[src/rtl/shift_unit_seq_if.sv]
// Handshake and data bundle for the multi-cycle shift unit.
interface shift_unit_seq_if #(
    parameter int unsigned N = 8
);
    localparam int unsigned SW = $clog2(N);

    logic          start;
    logic [1:0]    op;
    logic [N-1:0]  a;
    logic [SW-1:0] shamt;
    logic          busy;
    logic          done;
    logic [N-1:0]  c;

    // Requester side: issues operations, observes status and result
    modport master (
        output start, op, a, shamt,
        input  busy, done, c
    );

    // Shift unit side
    modport slave (
        input  start, op, a, shamt,
        output busy, done, c
    );
endinterface

[src/rtl/shift_unit_seq.sv]
// Multi-cycle shift unit: LUI/SLL/SRL/SRA, one bit position per clock,
// with a start/busy/done handshake and a held result register.
module shift_unit_seq #(
    parameter int unsigned N = 8
) (
    input logic           clk,
    input logic           rst,
    shift_unit_seq_if.slave bus
);
    localparam int unsigned SW = $clog2(N);
    localparam logic [SW-1:0] Half = SW'(N / 2);
    localparam logic [1:0] OpLui = 2'b00;
    localparam logic [1:0] OpSll = 2'b01;
    localparam logic [1:0] OpSrl = 2'b10;

    typedef enum logic [1:0] {StIdle, StShift, StDone} state_e;

    state_e        state_q, state_d;
    logic [N-1:0]  sreg_q, sreg_d;
    logic [SW-1:0] cnt_q, cnt_d;
    logic [1:0]    op_q, op_d;
    logic [N-1:0]  c_q, c_d;
    logic          busy_q, done_q;
    logic [N-1:0]  shifted;
    logic [SW-1:0] k;

    // Next-state logic: capture in idle, one-bit shift per cycle, publish result on DONE entry
    always_comb begin
        state_d = state_q;
        sreg_d  = sreg_q;
        cnt_d   = cnt_q;
        op_d    = op_q;
        c_d     = c_q;

        unique case (op_q)
            OpLui, OpSll: shifted = {sreg_q[N-2:0], 1'b0};
            OpSrl:        shifted = {1'b0, sreg_q[N-1:1]};
            default:      shifted = {sreg_q[N-1], sreg_q[N-1:1]};
        endcase

        // LUI is a fixed half-width left shift; shamt is ignored for it
        k = (bus.op == OpLui) ? Half : bus.shamt;

        case (state_q)
            StIdle: begin
                if (bus.start) begin
                    sreg_d = bus.a;
                    op_d   = bus.op;
                    cnt_d  = k;
                    if (k == '0) begin
                        state_d = StDone;
                        c_d     = bus.a;
                    end else begin
                        state_d = StShift;
                    end
                end
            end
            StShift: begin
                sreg_d = shifted;
                cnt_d  = cnt_q - SW'(1);
                if (cnt_q == SW'(1)) begin
                    state_d = StDone;
                    c_d     = shifted;
                end
            end
            StDone:  state_d = StIdle;
            default: state_d = StIdle;
        endcase
    end

    // State and registered outputs; synchronous active-low reset overrides everything
    always_ff @(posedge clk) begin
        if (!rst) begin
            state_q <= StIdle;
            sreg_q  <= '0;
            cnt_q   <= '0;
            op_q    <= '0;
            c_q     <= '0;
            busy_q  <= 1'b0;
            done_q  <= 1'b0;
        end else begin
            state_q <= state_d;
            sreg_q  <= sreg_d;
            cnt_q   <= cnt_d;
            op_q    <= op_d;
            c_q     <= c_d;
            busy_q  <= (state_d != StIdle);
            done_q  <= (state_d == StDone);
        end
    end

    assign bus.busy = busy_q;
    assign bus.done = done_q;
    assign bus.c    = c_q;
endmodule
[src/flat_wrapper.sv]
// flat-port wrapper written by rule: the top's interface ports become plain ports
module shift_unit_seq_flat 
#(
    parameter int unsigned N = 8
)
  (clk, rst, bus_start, bus_op, bus_a, bus_shamt, bus_busy, bus_done, bus_c);
  shift_unit_seq_if #(.N(N)) bus_i ();
  input logic clk;
  input logic rst;
  input wire logic [$bits(bus_i.start)-1:0] bus_start;
  input wire logic [$bits(bus_i.op)-1:0] bus_op;
  input wire logic [$bits(bus_i.a)-1:0] bus_a;
  input wire logic [$bits(bus_i.shamt)-1:0] bus_shamt;
  output wire logic [$bits(bus_i.busy)-1:0] bus_busy;
  output wire logic [$bits(bus_i.done)-1:0] bus_done;
  output wire logic [$bits(bus_i.c)-1:0] bus_c;
  assign bus_i.start = bus_start;
  assign bus_i.op = bus_op;
  assign bus_i.a = bus_a;
  assign bus_i.shamt = bus_shamt;
  assign bus_busy = bus_i.busy;
  assign bus_done = bus_i.done;
  assign bus_c = bus_i.c;
  shift_unit_seq #(.N(N)) u_core (.clk(clk), .rst(rst), .bus(bus_i));
endmodule
[config.mk]
export PLATFORM = sky130hd
export DESIGN_NAME = shift_unit_seq_flat
export DESIGN_NICKNAME = d
export VERILOG_FILES = /design/src/rtl/shift_unit_seq_if.sv /design/src/rtl/shift_unit_seq.sv /design/src/flat_wrapper.sv
export SDC_FILE = /design/constraint.sdc
export NUM_CORES = 1
export LEC_CHECK = 0
export CORE_ASPECT_RATIO = 0.7
export CORE_MARGIN = 1
export CORE_UTILIZATION = 45
export DETAILED_ROUTE_END_ITERATION = 7
export PLACE_DENSITY = 0.72
export SLEW_MARGIN = 20
export SYNTH_ARGS = -nofsm -noshare
export SYNTH_HDL_FRONTEND = slang
export SYNTH_SLANG_ARGS = --single-unit
[constraint.sdc]
create_clock -name clk -period 3 [get_ports clk]
set_clock_uncertainty 0.15 [all_clocks]
set_input_delay 0.3 -clock clk [delete_from_list [all_inputs] [get_ports clk]]
set_output_delay 0.3 -clock clk [all_outputs]
set_load 0.005 [all_outputs]
Word-level counts from Yosys, hierarchy flattened:

Cells that the tools add are included.

* add/subtract/negate cells: 1
* eq/ne operators: 8
* multiplexer cells: 14
* reductions and logical operators: 10

Operator list (number)
* $pmux W8 S2: 3
* $mux W8: 4
* $logic_not A2 Y1: 3
* $mux W2: 3
* $mux W3: 2
* $pmux W3 S2: 1
* $eq A2 B1 Y1 const B: 2
* $eq A2 B2 Y1 const B: 2
* $ne A2 B1 Y1 const B: 2
* $pmux W2 S2: 1
* $reduce_and A2 Y1: 2
* $reduce_and A4 Y1: 1
* $reduce_bool A2 Y1: 2
* $eq A3 B1 Y1 const B: 1
* $logic_not A3 Y1: 1
* $sub A3 B1 Y3 const B: 1
* $ne A2 B2 Y1 const B: 1
* $reduce_or A2 Y1: 1

* register bits after elaboration: 25
* input bits: 16
* output and inout bits: 10
* logic and storage cells: 40

Longest topological paths before layout:

* depth in word-level cells: 7
* gate-level depth with buffers: 7
* gate-level depth less buffers: 6

Worst setup path after synthesis:

Ideal clock, no wire load.

* path kind: register to register
* start: reg u_core.cnt_q[1]
* end: reg u_core.busy_q (netlist: u_core.bus.busy)
* data arrival time: 1.330 ns
* path slack: 1.406 ns
* cell stages (with the launch flop): 8
* clock period less this slack: 1.594 ns
* cells stage by stage: dfxtp_1 -> inv_1 -> ha_1 -> nor2b_1 -> a32o_1 -> nor2b_1 -> buf_2 -> a21o_1

* word-level cells in the longest chain between the ends: 4

RTL lines
* start, declared: line shift_unit_seq.sv:20 `logic [SW-1:0] cnt_q, cnt_d;`
* start signal, assigned: line shift_unit_seq.sv:84 `cnt_q <= cnt_d;`
* $eq A3 B1 Y1: line shift_unit_seq.sv:61 `if (cnt_q == SW'(1)) begin`
* $mux W2: line shift_unit_seq.sv:61
* $pmux W2 S2: line shift_unit_seq.sv:44 `case (state_q)`
* $reduce_bool A2 Y1: line shift_unit_seq.sv:87 `busy_q <= (state_d != StIdle);`
* end signal, assigned: line shift_unit_seq.sv:87
* end, declared: line shift_unit_seq.sv:23 `logic busy_q, done_q;`

Every way passes these cells.
A chain may end at the register's enable or synchronous reset.

Worst setup path after layout:

* start: reg u_core.cnt_q[0]
* end: reg u_core.c_q[7] (netlist: u_core.bus.c[7])

* word-level cells in the longest chain between the ends: 3

RTL lines
* $eq A3 B1 Y1: line shift_unit_seq.sv:61
* $ne A2 B1 Y1 (no line)
* $reduce_and A4 Y1 (no line)
* end signal, assigned: line shift_unit_seq.sv:78 `c_q <= '0;`
* end signal, assigned: line shift_unit_seq.sv:86 `c_q <= c_d;`
* end, declared: line shift_unit_seq.sv:22 `logic [N-1:0] c_q, c_d;`

Every way passes these cells.

==> flow_summary.toml <==
[worst_hold_path]
whs_path_depth = 2
hold_path.class = "reg2reg"
hold_path_end = "u_core.bus.c[3]$_SDFFE_PN0P_"
hold_start = "u_core.bus.c[3]$_SDFFE_PN0P_"

[route]
first_pass_iters = 4
drtAntennaViolNets = 0
wl_um = 2706
drt-initial-drc-count = 43
vias = 991
wl_per_cell_um = 14.17
drcViolationCount = 0
drt-vias-per-instance = 5.188

[place]
pre_cts_ws_ns = 0.5986
gp_congestion = 0.7820
port_buffers = 25
hpwl_um = 1929

[global_route]
grt_start_max_net_pins = 23
grt_pass1_wl_um = 4353
track_usage_pct = 20.34
first_global_vias = 918
grt_overflow = 0
antenna_found_initial = 0

[yosys]
synth_most_common_cell = "nand2_1"
synthesis.area_um2 = 1239
synth_flop_cell = "dfxtp_1"
syn_nets = 152
synth_top_area_share_pct = 40.40
synth-seq-cells = 25
synth-seq-area-share_pct = 40.40
yosys.cell_types.count = 31
synth_common_cells = "nand2_1 (30), dfxtp_1 (25), mux2_2 (12)"
async_flop_share_pct = 0
synth_edf_count = 0
syn_avg_cell_area_um2 = 9.244
syn-instance-count = 134
yosys_warnings = 0
synthTopCellsByArea = "dfxtp_1 (40%), mux2_2 (11%), nand2_1 (9.1%)"
synth_top_cell_by_area = "dfxtp_1"

[worst_setup_path]
worstSetupPathType = "reg2reg"
startpoint_type = "register"
r2r-start = "u_core.cnt_q[0]$_SDFFE_PN0P_"
r2r-end = "u_core.bus.c[7]$_SDFFE_PN0P_"
critPathCaptureType = "register"
rrSetupSlack_ns = 0.82
cp_max_fo = 11
r2r_cells = 5
worstPathArrival_ns = 2.23
worstPathRequired_ns = 3.05

[floorplan]
die_h_um = 45.90
dieArea_um2 = 2970
core_area_um2 = 2534
row_count = 15
start_util_pct = 48.89
die_w_um = 64.71
ios = 26

[clocking]
cts_setup_buffers = 0
htreeDepth = 1
clock_latency_ns = 0.27
path_clk_slew_ns = 0.09
cts_made_buffers = 3
cts_resized = 0
cts_root_buf = "clkbuf_8"
cts_hold_buf = 0
cts.sinks = 25
cts_tree = "built"
cts.path.max_buffers = 2

[timing]
final_hold_viol_count = 0
drv_slew = 0
finalSetupTns_ns = 0
layout_min_cycle_time_ns = 2.182
rsz0062_at_grt = "no"
max_freq_mhz = 458.3
relSlewSlack_pct = 36.47
worstMarginPinSlew_ns = 0.9510
fin_crit_sh_pct = 72.73
setup_slack_ns = 0.8181
report.final.setup_viol = 0

[pwr]
power.leakage_nw = 0.6130
powerDensity_nw_per_um2 = 488.8
total_power_w = 0.0007541
irDropWorstVdd_v = 0.0002423

[job]
max_cap_viol_count = 0

[outcome]
status = "completed"

[finish]
syn2layout_area_growth_pct = 24.55
antenna_cells_inserted = 0
final_nets = 176
drive_gt1_share_pct = 13.38
per-layer routing:
metal | share of wire [%] | wire length, um | GRT usage (%)
met1 | 51 | 1377 | 26.85
met2 | 41 | 1101 | 30.42
met3 | 6.6 | 179 | 6.500
met4 | 1.7 | 47 | 9.333
met5 | 0 | 0 | 0
how the worst max path moves through the flow:
stage	start	endpoint	cells past startpoint	slack (ns)
6_report	u_core.cnt_q[0]$_SDFFE_PN0P_	u_core.bus.c[7]$_SDFFE_PN0P_	5	0.82
5_1_grt	u_core.cnt_q[0]$_SDFFE_PN0P_	u_core.bus.c[7]$_SDFFE_PN0P_	5	0.66
4_1_cts	u_core.cnt_q[0]$_SDFFE_PN0P_	u_core.bus.c[7]$_SDFFE_PN0P_	5	0.80
3_5_place_dp	bus_op[1]	u_core.bus.c[7]$_SDFFE_PN0P_	5	0.60
3_3_place_gp	bus_op[1]	u_core.bus.c[2]$_SDFFE_PN0P_	5	0.60
2_1_floorplan	u_core.cnt_q[1]$_SDFFE_PN0P_	u_core.bus.busy$_SDFF_PN0_	7	1.41
through the flow:
| step | instance area (um^2) | std cells | util, % | hold slack, ns |
|---|---|---|---|---|
| final | 1543 | 191 | 60.89 | 0.3086 |
| after global routing | 1543 | 191 | 60.89 | 0.3391 |
| after CTS | 1543 | 191 | 60.89 | 0.3126 |
| after detailed placement | 1498 | 187 | 59.11 | 0.2990 |
| after global placement | 1498 | 187 | 59.11 | 0.2931 |
| after floorplan | 1239 | 134 | - | 0.2872 |
cells in the final DEF (no fill, tap or decap), drive strengths merged:
| master | count |
|---|---|
| nand3b | 1 |
| a32o | 1 |
| mux2i | 9 |
| clkdlybuf4s50 | 25 |
| dfxtp | 25 |
| and2 | 3 |
| o21a | 2 |
| a21oi | 3 |
| nand3 | 2 |
| and3 | 2 |
| nor2 | 2 |
| buf | 2 |
| clkbuf | 4 |
| o211ai | 3 |
| o21ai | 2 |
| inv | 2 |
| ha | 2 |
| a21boi | 7 |
| o21ba | 1 |
| mux2 | 12 |
| and4b | 1 |
| or3b | 1 |
| o22ai | 2 |
| nand2b | 2 |
| nand2 | 31 |
| nor2b | 7 |
| o211a | 2 |
| a21o | 1 |
critical path, cell delays in order, from the launching register on:
cell,delay (ns)
dfxtp_1,0.41
ha_1,0.18
nor2b_1,0.17
a32o_1,0.16
nor2b_1,0.76
mux2i_1,0.27
cell families (layout without fill, tap and decap cells):
group / Yosys count / count (layout) / share of synthesized area (%)
simple gates: 52 / 52 / 20.40
mux: 21 / 21 / 18.18
flops: 25 / 25 / 40.40
fa+ha+maj: 2 / 2 / 2.020
buf+inv: 10 / 33 / 4.545
compound gates: 24 / 24 / 14.44
registers in the layout, indices dropped and copies added, names as in the netlist:
signal           cells
u_core.bus.busy      1
u_core.state_q       2
u_core.op_q          2
u_core.bus.done      1
u_core.sreg_q        8
u_core.cnt_q         3
u_core.bus.c         8
area by class of cell:
class / count / area (um^2)
Clock buffer: 4 / 45.04
Fill cell: 230 / 991.0
Inverter: 2 / 7.507
Multi-Input combinational cell: 99 / 681.9
Sequential cell: 25 / 500.5
Tap cell: 34 / 42.54
Timing Repair Buffer: 27 / 265.3
power breakdown:
| group | total [W] | switching [W] | leakage [nW] | internal (W) |
|---|---|---|---|---|
| Combinational | 0.000172 | 0.0000795 | 0.385 | 0.0000928 |
| Clock | 0.000201 | 0.000106 | 0.0228 | 0.0000952 |
| Sequential | 0.000381 | 0.0000217 | 0.205 | 0.000359 |
No activity file was read; power rests on OpenSTA's default activity.
